## src/rtl/period_meter_pkg.sv

```systemverilog
// Shared types and defaults for the period/high-time meter.
package period_meter_pkg;

  localparam int unsigned PM_CNT_W_DEFAULT = 16;

  typedef enum logic [1:0] {
    PM_IDLE    = 2'd0,
    PM_ARM     = 2'd1,
    PM_MEASURE = 2'd2
  } pm_state_t;

endpackage

```

## src/rtl/sync_rise_det.sv

```systemverilog
// N-stage synchroniser for an asynchronous input plus a one-cycle rising-edge pulse.
module sync_rise_det #(
  parameter int unsigned STAGES = 2
) (
  input  logic clk,
  input  logic rst,
  input  logic d,
  output logic s,
  output logic rise
);

  logic [STAGES-1:0] sync_q;
  logic              s_d;

  always_ff @(posedge clk or posedge rst) begin
    if (rst) begin
      sync_q <= '0;
      s_d    <= 1'b0;
    end else begin
      sync_q <= {sync_q[STAGES-2:0], d};
      s_d    <= sync_q[STAGES-1];
    end
  end

  assign s    = sync_q[STAGES-1];
  assign rise = s & ~s_d;

endmodule

```

## src/rtl/period_meter.sv

```systemverilog
// Measures period and high time of a slow signal in clk cycles; results via valid/ready.
module period_meter
  import period_meter_pkg::*;
#(
  parameter int unsigned CNT_W       = PM_CNT_W_DEFAULT,
  parameter int unsigned SYNC_STAGES = 2
) (
  input  logic             clk,
  input  logic             rst,
  input  logic             en,
  input  logic             clr,
  input  logic             sig_in,
  input  logic             meas_ready,
  output logic [CNT_W-1:0] period,
  output logic [CNT_W-1:0] high_time,
  output logic             meas_valid,
  output logic             overrun,
  output logic             timeout,
  output logic             busy
);

  localparam logic [CNT_W-1:0] ONE = CNT_W'(1);

  pm_state_t        state;
  logic [CNT_W-1:0] cnt;
  logic [CNT_W-1:0] hcnt;
  logic             s;
  logic             rise;
  logic             in_meas;
  logic             complete;
  logic             load;
  logic             ovr_set;
  logic             to_set;
  logic             xfer;

  sync_rise_det #(
    .STAGES(SYNC_STAGES)
  ) u_sync (
    .clk (clk),
    .rst (rst),
    .d   (sig_in),
    .s   (s),
    .rise(rise)
  );

  // en=0 outranks a rise, so an aborted measurement never yields a result
  assign in_meas  = (state == PM_MEASURE) && en;
  assign complete = in_meas && rise;
  assign load     = complete && (!meas_valid || meas_ready);
  assign ovr_set  = complete && !load;
  assign to_set   = in_meas && !rise && (cnt == '1);
  assign xfer     = meas_valid && meas_ready;
  assign busy     = (state != PM_IDLE);

  always_ff @(posedge clk or posedge rst) begin
    if (rst) begin
      state <= PM_IDLE;
      cnt   <= '0;
      hcnt  <= '0;
    end else begin
      case (state)
        PM_IDLE: begin
          cnt  <= '0;
          hcnt <= '0;
          if (en) state <= PM_ARM;
        end
        PM_ARM: begin
          if (!en) begin
            state <= PM_IDLE;
          end else if (rise) begin
            cnt   <= ONE;
            hcnt  <= ONE;
            state <= PM_MEASURE;
          end
        end
        PM_MEASURE: begin
          if (!en) begin
            state <= PM_IDLE;
          end else if (rise) begin
            cnt  <= ONE;
            hcnt <= ONE;
          end else if (cnt == '1) begin
            state <= PM_ARM;
          end else begin
            cnt <= cnt + ONE;
            if (s) hcnt <= hcnt + ONE;
          end
        end
        default: state <= PM_IDLE;
      endcase
    end
  end

  always_ff @(posedge clk or posedge rst) begin
    if (rst) begin
      period     <= '0;
      high_time  <= '0;
      meas_valid <= 1'b0;
    end else if (load) begin
      period     <= cnt;
      high_time  <= hcnt;
      meas_valid <= 1'b1;
    end else if (xfer) begin
      meas_valid <= 1'b0;
    end
  end

  // Setting a flag takes precedence over a simultaneous clr
  always_ff @(posedge clk or posedge rst) begin
    if (rst) begin
      overrun <= 1'b0;
      timeout <= 1'b0;
    end else begin
      overrun <= ovr_set | (overrun & ~clr);
      timeout <= to_set  | (timeout & ~clr);
    end
  end

endmodule

```

## config.mk

```make
export PLATFORM = sky130hd
export DESIGN_NAME = period_meter
export DESIGN_NICKNAME = d
export VERILOG_FILES = /design/src/rtl/period_meter_pkg.sv /design/src/rtl/sync_rise_det.sv /design/src/rtl/period_meter.sv
export SDC_FILE = /design/constraint.sdc
export NUM_CORES = 1
export LEC_CHECK = 0
export CORE_ASPECT_RATIO = 0.75
export CORE_MARGIN = 2
export CORE_UTILIZATION = 58
export DETAILED_ROUTE_END_ITERATION = 10
export DONT_BUFFER_PORTS = 1
export PLACE_DENSITY = 0.76
export SYNTH_ARGS = -nofsm -noshare
export SYNTH_HDL_FRONTEND = slang
export SYNTH_SLANG_ARGS = --single-unit
```

## constraint.sdc

```tcl
create_clock -name clk -period 3.5 [get_ports clk]
set_input_delay 1.05 -clock clk [delete_from_list [all_inputs] [get_ports clk]]
set_output_delay 1.05 -clock clk [all_outputs]
set_load 0.005 [all_outputs]
```

==> metrics.md, run 1 <==
| Metric | Value |
|---|---|
| Iter 0 DRT Violations | `229` |
| Post-detail-place hpwl | `4.427 mm` |
| Sequential area share after synthesis | `0.5193` |
| Die W | `93.31 um` |
| Hold Path Sink | `u_sync.sync_q[1]` |
| Largest net degree at the start of global routing | `73` |
| Fmax | `450.2 MHz` |
| Worst-margin pin slew | `898.5 ps` |
| Detailed Route WL | `6.863 mm` |
| Power per cell area | `508.8 nW/um^2` |
| Status | `completed` |
| Syn nets | `339` |
| Slew margin rel. | `0.4010` |
| Core box area | `5796 um^2` |
| Max FO, Critical Path | `17` |
| Synth cell types | `46` |
| Mean Syn Cell Area | `10.64 um^2` |
| Vias/cell | `6.090` |
| CTS resizes | `0` |
| CTS H-tree depth | `3` |
| Worst setup EP type | `register` |
| Chip height | `70.98 um` |
| Crit share post-route | `0.6346` |
| Synth Register Bits | `72` |
| Pint | `1300 uW` |
| Post-Synthesis Cells | `326` |
| HP Start | `u_sync.sync_q[0]` |
| Worst path required time | `3760 ps` |
| Final setup fails | `0` |
| Antenna Nets Post-Route | `0` |
| Sequential power share | `0.475` |
| Die area | `6623 um^2` |
| Row cnt | `24` |
| Leakage | `0.001640 uW` |
| Non-filler instance count after layout | `410` |
| Average routed wire per standard cell | `16.74 um` |
| Reg2reg start | `state[0]` |
| PnR Total Power | `1884 uW` |
| TritonCTS Buffers | `9` |
| R2R depth | `7` |
| Ant diodes | `0` |
| Setup TNS | `0 ps` |
| CP Class | `reg -> reg` |
| RePlAce Congestion | `0.8195` |
| Grt total ovfl | `0` |
| Clock buffer depth | `2` |
| Setup crit start kind | `register` |
| Sw Share | `0.3099` |
| Sinks on Clock Net | `72` |
| Number of remaining DRC errors | `0` |
| Yosys warns | `0` |
| Hold Fails Final Rpt | `0` |
| Inst Count DP | `394` |
| Via count | `2497` |
| Util after Layout | `0.6388` |
| NetSw | `583.7 uW` |
| Io pins | `42` |
| Synth top area share | `0.5193` |
| Setup slack at placement | `1087 ps` |
| Clock network fraction of design power | `0.341` |
| Post-CTS setup buffers | `0` |
| Max IR drop VDD | `0.1705 mV` |
| Port bufs | `0` |
| Final Critical Period | `2221 ps` |
| Hold WC Path Type | `reg -> reg` |
| Combinational Power Share | `0.184` |
| Final #Nets | `340` |
| CTS root buf | `clkbuf_8` |
| Hold Buf Count CTS | `0` |
| Total iterations of the first detailed-routing run | `4` |
| Number of max-cap violations | `0` |
| Mapped Area | `3470 um^2` |
| R2r setup slk | `1280 ps` |
| Later-pin clock latency in the skew report | `350 ps` |
| Gr usage total | `0.2219` |
| TritonCTS clock tree | `built` |
| Vias in the first global route | `2335` |
| Clock transition at path regs | `70 ps` |
| Synth-to-layout area growth | `6.708%` |
| Top cells by area, synth | `dfrtp_1, mux2_2, o21ai_0` |
| Final Worst Setup Slack | `1279 ps` |
| Max-slew violations | `0` |
| RSZ-0062 raised after global routing | `false` |
| Layout cell share with drive strength beyond 1 | `0.1958` |
| Critical Path AT | `2480 ps` |
| First-pass GRT wire length | `11.45 mm` |
| R2r endpoint | `cnt[6]` |
| Cell taking the most area after synthesis | `dfrtp_1` |
| Clk_skew | `7.772 ps` |
| Starting Density | `0.5987` |
| Initial antenna violation count | `0` |
| Hold path cells | `0` |
## critical path, cell delays in order (launching register included)
cell and delay, ps:
dfrtp_1 430, inv_1 100, ha_1 390, nand2b_1 100
a21oi_1 450, a41o_2 380, o21ai_0 170, o21ai_0 110
## through the flow
stage,hold slack (ps),instance area (um^2)
after global placement,333.7,3507
after global routing,386.8,3702
final,367.4,3702
after floorplan,331.2,3470
after detailed placement,341.0,3507
after CTS,371.7,3702
## layout by cell type (no fill, tap or decap), types with 2 or more instances in the layout
cell,synthesis,layout
buf_4,6,4
clkinvlp_4,0,3
o21ai_1,6,6
ha_1,7,7
a21oi_1,21,21
a41oi_1,4,4
and3_1,3,3
nor4_1,3,3
nor3_1,3,3
mux2_2,31,31
nor2_1,17,17
o211ai_1,2,2
and4_1,4,4
a31oi_1,15,15
nand2_1,19,19
clkbuf_8,0,9
mux2i_1,5,5
inv_1,16,15
a211oi_1,2,2
nand2b_1,7,7
nand3_1,15,15
dfrtp_1,72,72
nand4_1,9,9
or3_1,2,2
o21ai_0,29,29
clkinv_2,0,2
## power groups by stage
stage | combinational [uW] | clock [uW] | sequential (uW)
floorplan | 304 | 0 | 900
global placement | 333 | 0 | 910
detailed placement | 345 | 0 | 909
CTS | 345 | 663 | 894
global route | 391 | 699 | 898
finish | 347 | 643 | 894
## cells in the mapped netlist (all sizes together)
master and count:
a211oi 4, a21oi 22, a31oi 15, a41o 1, a41oi 4, and2 2, and3 4, and4 4
and4bb 1, buf 11, clkbuf 3, dfrtp 72, ha 7, inv 16, mux2 32, mux2i 5
nand2 20, nand2b 7, nand3 16, nand4 9, nor2 18, nor2b 2, nor3 3, nor4 3
o2111ai 1, o211ai 2, o21a 1, o21ai 35, o22ai 1, o31ai 1, or2 2, or3 2
## worst max-delay path by stage
stage / slack [ps] / startpoint / to
6_report: 1280 / state[0] / cnt[6]
5_1_grt: 1080 / state[0] / hcnt[14]
4_1_cts: 1270 / state[0] / busy
3_5_place_dp: 1090 / en / hcnt[14]
3_3_place_gp: 1170 / en / cnt[15]
2_1_floorplan: 630 / rst / cnt[0]
## cells by family (layout without fill, tap and decap cells)
family,Yosys count,in the layout,share of synthesized area
muxes,37,37,0.1183
buffers and inverters,30,36,0.04399
adders and majority gates,7,7,0.02524
AOI/OAI and AO/OA,87,87,0.1504
and+or+nand+nor,93,93,0.1428
DFF,72,72,0.5193
## sequential cells by signal, indices dropped and copies added (netlist names), 2 cells and up
name           cells
cnt               16
hcnt              16
high_time         16
period            16
state              2
u_sync.sync_q      2
## area by class of cell
type | instances | area [um^2]
fillers | 466 | 2093
flip-flops and latches | 72 | 1802
multi-input cells | 224 | 1518
clock buffers | 9 | 123.9
well taps | 78 | 97.59
clock inverters | 7 | 71.32
inverters | 16 | 60.06
repair buffers | 4 | 30.03
## layer usage
metal	vias up	track usage	share of wire
met5	-	0	0
li1	1198	-	-
met1	1213	0.3424	0.50
met3	7	0.08733	0.071
met2	79	0.2942	0.42
met4	0	0.05229	0.0060
Note: power is estimated with default switching activity, not from simulation.
==> run 2: changes to the inputs <==
clock period = 2.2 ns   (was 3.5 ns; I/O delays follow)
==> run 2 against run 1 <==
Net effect: core utilization up 3.3 points; critical path depth shrank 1; combinational power up 85%; cell count up 3.2%; count of clock-buffer cells in the layout increased by 3; maximum frequency grew 8.7%; via count up 4.3%; register-to-register slack got worse by 1100 ps; design area increased by 5.2%; setup slack got worse by 1100 ps; first-iteration DRC count is 38% lower; sequential share of layout area shrank 2.4 points; critical path type unchanged; largest power group unchanged.
==> metrics.md, run 2 (synthesis results as in run 1) <==
| Metric | Value |
|---|---|
| Clk_skew | `12.36 ps` |
| Sinks on Clock Net | `72` |
| Final Critical Period | `2043 ps` |
| Clock buffer depth | `2` |
| R2R depth | `6` |
| Largest net degree at the start of global routing | `50` |
| Hold WC Path Type | `in -> async` |
| Util after Layout | `0.6723` |
| RePlAce Congestion | `0.8880` |
| Slew margin rel. | `0.5421` |
| Die area | `6623 um^2` |
| TritonCTS clock tree | `built` |
| Total iterations of the first detailed-routing run | `5` |
| Clock transition at path regs | `80 ps` |
| Max FO, Critical Path | `16` |
| Initial antenna violation count | `0` |
| Gr usage total | `0.2382` |
| Setup TNS | `0 ps` |
| Starting Density | `0.5987` |
| PnR Total Power | `3258 uW` |
| Reg2reg start | `cnt[1]` |
| Non-filler instance count after layout | `423` |
| Io pins | `42` |
| Antenna Nets Post-Route | `0` |
| Final #Nets | `353` |
| Hold Fails Final Rpt | `0` |
| Leakage | `0.001735 uW` |
| Status | `completed` |
| Layout cell share with drive strength beyond 1 | `0.2290` |
| R2r endpoint | `hcnt[15]` |
| Worst-margin pin slew | `680.6 ps` |
| Critical-path top delay cell | `dfrtp_1` |
| Number of remaining DRC errors | `0` |
| Die W | `93.31 um` |
| Worst path required time | `2460 ps` |
| CTS root buf | `clkbuf_8` |
| Synth-to-layout area growth | `12.30%` |
| Later-pin clock latency in the skew report | `360 ps` |
| Power per cell area | `836.1 nW/um^2` |
| R2r setup slk | `160 ps` |
| Commonest non-fill, non-tap cell in the layout | `dfrtp_1` |
| Inst Count DP | `402` |
| Vias/cell | `6.156` |
| Max IR drop VDD | `0.4209 mV` |
| Hold Buf Count CTS | `0` |
| Port bufs | `0` |
| Via count | `2604` |
| Chip height | `70.98 um` |
| Ant diodes | `0` |
| Fmax | `489.4 MHz` |
| Worst setup EP type | `register` |
| Setup crit start | `cnt[1]` |
| Row cnt | `24` |
| CTS H-tree depth | `3` |
| Average routed wire per standard cell | `16.85 um` |
| Iter 0 DRT Violations | `141` |
| First-pass GRT wire length | `12.16 mm` |
| Cell depth of the worst setup path | `6` |
| TritonCTS Buffers | `9` |
| Crit path capture | `hcnt[15]` |
| Grt total ovfl | `0` |
| Worst path bufs/invs | `0` |
| Core box area | `5796 um^2` |
| Most frequent cells in the layout | `dfrtp_1, mux2_2, o21ai_0` |
| Fill count | `453` |
| Post-detail-place hpwl | `4.822 mm` |
| CP peak stage delay | `430 ps` |
| Critical-path cell list | `ha_1 > nand4_1 > or2_4 > o2111ai_1 > nand2_2 > o211ai_1` |
| Number of max-cap violations | `0` |
| Final setup fails | `0` |
| Cell family with the largest share of critical-path delay | `simple AND/OR/NAND/NOR gates` |
| RSZ-0062 raised after global routing | `false` |
| Detailed Route WL | `7.128 mm` |
| Setup crit start kind | `register` |
| Crit share post-route | `0.9288` |
| Critical Path AT | `2310 ps` |
| CP Class | `reg -> reg` |
| Max-slew violations | `0` |
| Vias in the first global route | `2517` |
-- run 2: changes by cell type in the layout (fill, tap and decap cells not counted), sizes merged --
cell,delta
bufinv,+1
clkbuf,+3
clkinvlp,-1
buf,+13
inv,-2
clkinv,-1
-- run 2: stage by stage --
stage,cell area [um^2],hold WS (ps),setup slack [ps]
floorplan,3473,331.2,361.7
global placement,3596,345.4,54.83
detailed placement,3596,350.2,-94.78
CTS,3835,226.7,-11.21
global route,3896,252.9,1.959
finish,3896,216.8,156.5
-- run 2: how the worst min path moves through the flow --
stage               cells after the start              from                to  slack [ps]
finish                                  1               rst      high_time[4]         220
detailed placement                      0  u_sync.sync_q[0]  u_sync.sync_q[1]         350
global placement                        0  u_sync.sync_q[0]  u_sync.sync_q[1]         350
floorplan                               0  u_sync.sync_q[0]  u_sync.sync_q[1]         330
global route                            1               rst      high_time[4]         250
CTS                                     1               rst      high_time[4]         230
-- run 2: area by class of cell --
type	count	area, um^2	share of cell area
inverter	16	63.81	0.01638
tap	78	97.59	0.02505
sequential	72	1802	0.4624
clock inverter	4	76.32	0.01959
clock buffer	12	155.1	0.03982
timing repair buffer	17	165.2	0.04239
multi-input combinational	224	1536	0.3943
-- run 2: what timing repair did --
item | CTS | global route
setup endpoints to repair | 2 | 54
setup buffers | 0 | 5
gates resized for setup | 1 | 3
pin swaps | 0 | 2
-- run 2: metal layers --
layer  wire, um  vias up  global-route usage
li1           -     1218                   -
met1       3345     1292              0.3383
met2       3148       83              0.3477
met3        521       11             0.07348
met4        113        0             0.08824
met5          0        -                   0
-- run 2: where the power goes --
| group | internal (uW) | switching [uW] | leakage [uW] |
|---|---|---|---|
| registers | 1370 | 52.0 | 0.000995 |
| logic | 229 | 413 | 0.000627 |
| clock network | 703 | 492 | 0.000113 |
| total | 2300 | 957 | 0.00174 |
==> run 3: changes to the inputs <==
clock period = 2.1 ns   (was 2.2 ns; I/O delays follow)
==> run 3 against run 2 <==
Net effect: first-iteration DRC count fell by 5.0%; setup slack got worse by 23 ps; sequential share of layout area rose by 0.30 points; design area fell by 0.64%; combinational power rose by 2%; count of clock-buffer cells in the layout fell by 2; largest power group unchanged; critical endpoint is now hcnt[14]; critical path depth did not move; sequential cell count did not move; wire length fell by 0.17%.
==> metrics.md, run 3 (synthesis results as in run 1) <==
| Metric | Value |
|---|---|
| Critical Path AT | `2240 ps` |
| Reg2reg start | `cnt[1]` |
| Clk_skew | `13.09 ps` |
| Max FO, Critical Path | `16` |
| TritonCTS Buffers | `9` |
| Chip height | `70.98 um` |
| Most frequent cells in the layout | `dfrtp_1, mux2_2, o21ai_0` |
| Final Critical Period | `1966 ps` |
| Fin Hold WS | `233.6 ps` |
| R2r endpoint | `hcnt[14]` |
| Die W | `93.31 um` |
| RSZ-0062 raised after global routing | `false` |
| Final Worst Setup Slack | `133.5 ps` |
| Later-pin clock latency in the skew report | `360 ps` |
| CTS root buf | `clkbuf_8` |
| Sinks on Clock Net | `72` |
| Die area | `6623 um^2` |
| TritonCTS clock tree | `built` |
| Iter 0 DRT Violations | `134` |
| Setup crit start | `cnt[1]` |
| PnR Total Power | `3376 uW` |
| Clock transition at path regs | `80 ps` |
| First-pass GRT wire length | `11.54 mm` |
| Clock buffer depth | `2` |
| Row cnt | `24` |
| R2r setup slk | `130 ps` |
| Worst-margin pin slew | `673.1 ps` |
| Crit share post-route | `0.9364` |
| Setup crit start kind | `register` |
| Util after Layout | `0.6680` |
| Starting Density | `0.5987` |
| Vias/cell | `6.064` |
| Hold WC Path Type | `in -> async` |
| Final #Nets | `350` |
| Hold Buf Count CTS | `0` |
| Leakage | `0.001724 uW` |
| Port bufs | `0` |
| Commonest non-fill, non-tap cell in the layout | `dfrtp_1` |
| Core box area | `5796 um^2` |
| Final setup fails | `0` |
| Slew margin rel. | `0.5471` |
| Setup TNS | `0 ps` |
| Setup slack at placement | `27.37 ps` |
| Worst setup EP type | `register` |
| Hold Fails Final Rpt | `0` |
| Io pins | `42` |
| Largest net degree at the start of global routing | `73` |
| CP Class | `reg -> reg` |
| Antenna Nets Post-Route | `0` |
| Worst path required time | `2370 ps` |
| Grt total ovfl | `0` |
| Max-slew violations | `0` |
| Number of max-cap violations | `0` |
| Fmax | `508.5 MHz` |
| R2R depth | `6` |
| Max IR drop VDD | `0.4209 mV` |
| Synth-to-layout area growth | `11.58%` |
| RePlAce Congestion | `0.8421` |
| Initial antenna violation count | `0` |
| Number of remaining DRC errors | `0` |
| Detailed Route WL | `7.116 mm` |
| Status | `completed` |
| Layout cell share with drive strength beyond 1 | `0.2251` |
| Via count | `2547` |
| Total iterations of the first detailed-routing run | `4` |
| Vias in the first global route | `2381` |
| Power per cell area | `872.0 nW/um^2` |
| CTS H-tree depth | `3` |
| Average routed wire per standard cell | `16.94 um` |
| Post-detail-place hpwl | `4.902 mm` |
| Ant diodes | `0` |
| Fill count | `440` |
| Gr usage total | `0.2263` |
==> run 3: worst max-delay path, stage by stage, from the launching register on <==
cell and delay [ps]:
dfrtp_1 420, ha_1 250, nand4_1 140, or2_4 290, o2111ai_1 230, nand2_2 270, a31oi_1 280
==> run 3: worst max path at each step <==
stage | to | slack [ps] | cells past startpoint
finish | hcnt[14] | 130 | 6
global route | cnt[14] | 10 | 7
CTS | high_time[11] | 20 | 6
detailed placement | high_time[11] | 30 | 6
global placement | high_time[6] | 120 | 6
floorplan | cnt[15] | 260 | 9
==> run 3: metrics by stage <==
step	cells	instance area (um^2)
after global placement	404	3623
after CTS	420	3852
after floorplan	326	3473
after global routing	420	3871
final	420	3871
after detailed placement	404	3623
==> run 3: power by group <==
group / switching, uW / total [uW] / internal (uW)
combinational: 418 / 652 / 233
sequential: 50.9 / 1490 / 1430
clock: 532 / 1240 / 707
==> run 3: cell type report <==
cell class | instances | area (um^2) | area share
Timing Repair Buffer | 14 | 146.4 | 0.03782
Inverter | 16 | 63.81 | 0.01648
Sequential cell | 72 | 1802 | 0.4654
Multi-Input combinational cell | 224 | 1533 | 0.3959
Clock inverter | 6 | 91.34 | 0.02359
Tap cell | 78 | 97.59 | 0.02521
Clock buffer | 10 | 137.6 | 0.03555
==> run 3: layer usage <==
metal / global-route usage / share of wire / vias to the layer above
met5: 0 / 0 / -
met4: 0.05719 / 0.012 / 0
met3: 0.08946 / 0.082 / 7
met2: 0.3229 / 0.44 / 97
met1: 0.3274 / 0.46 / 1232
li1: - / - / 1211
==> run 3: repair_timing <==
item / CTS / global route
gates resized for setup: 0 / 5
setup endpoints to repair: 0 / 46
buffers inserted: 0 / 0
hold endpoints to repair: 0 / 0
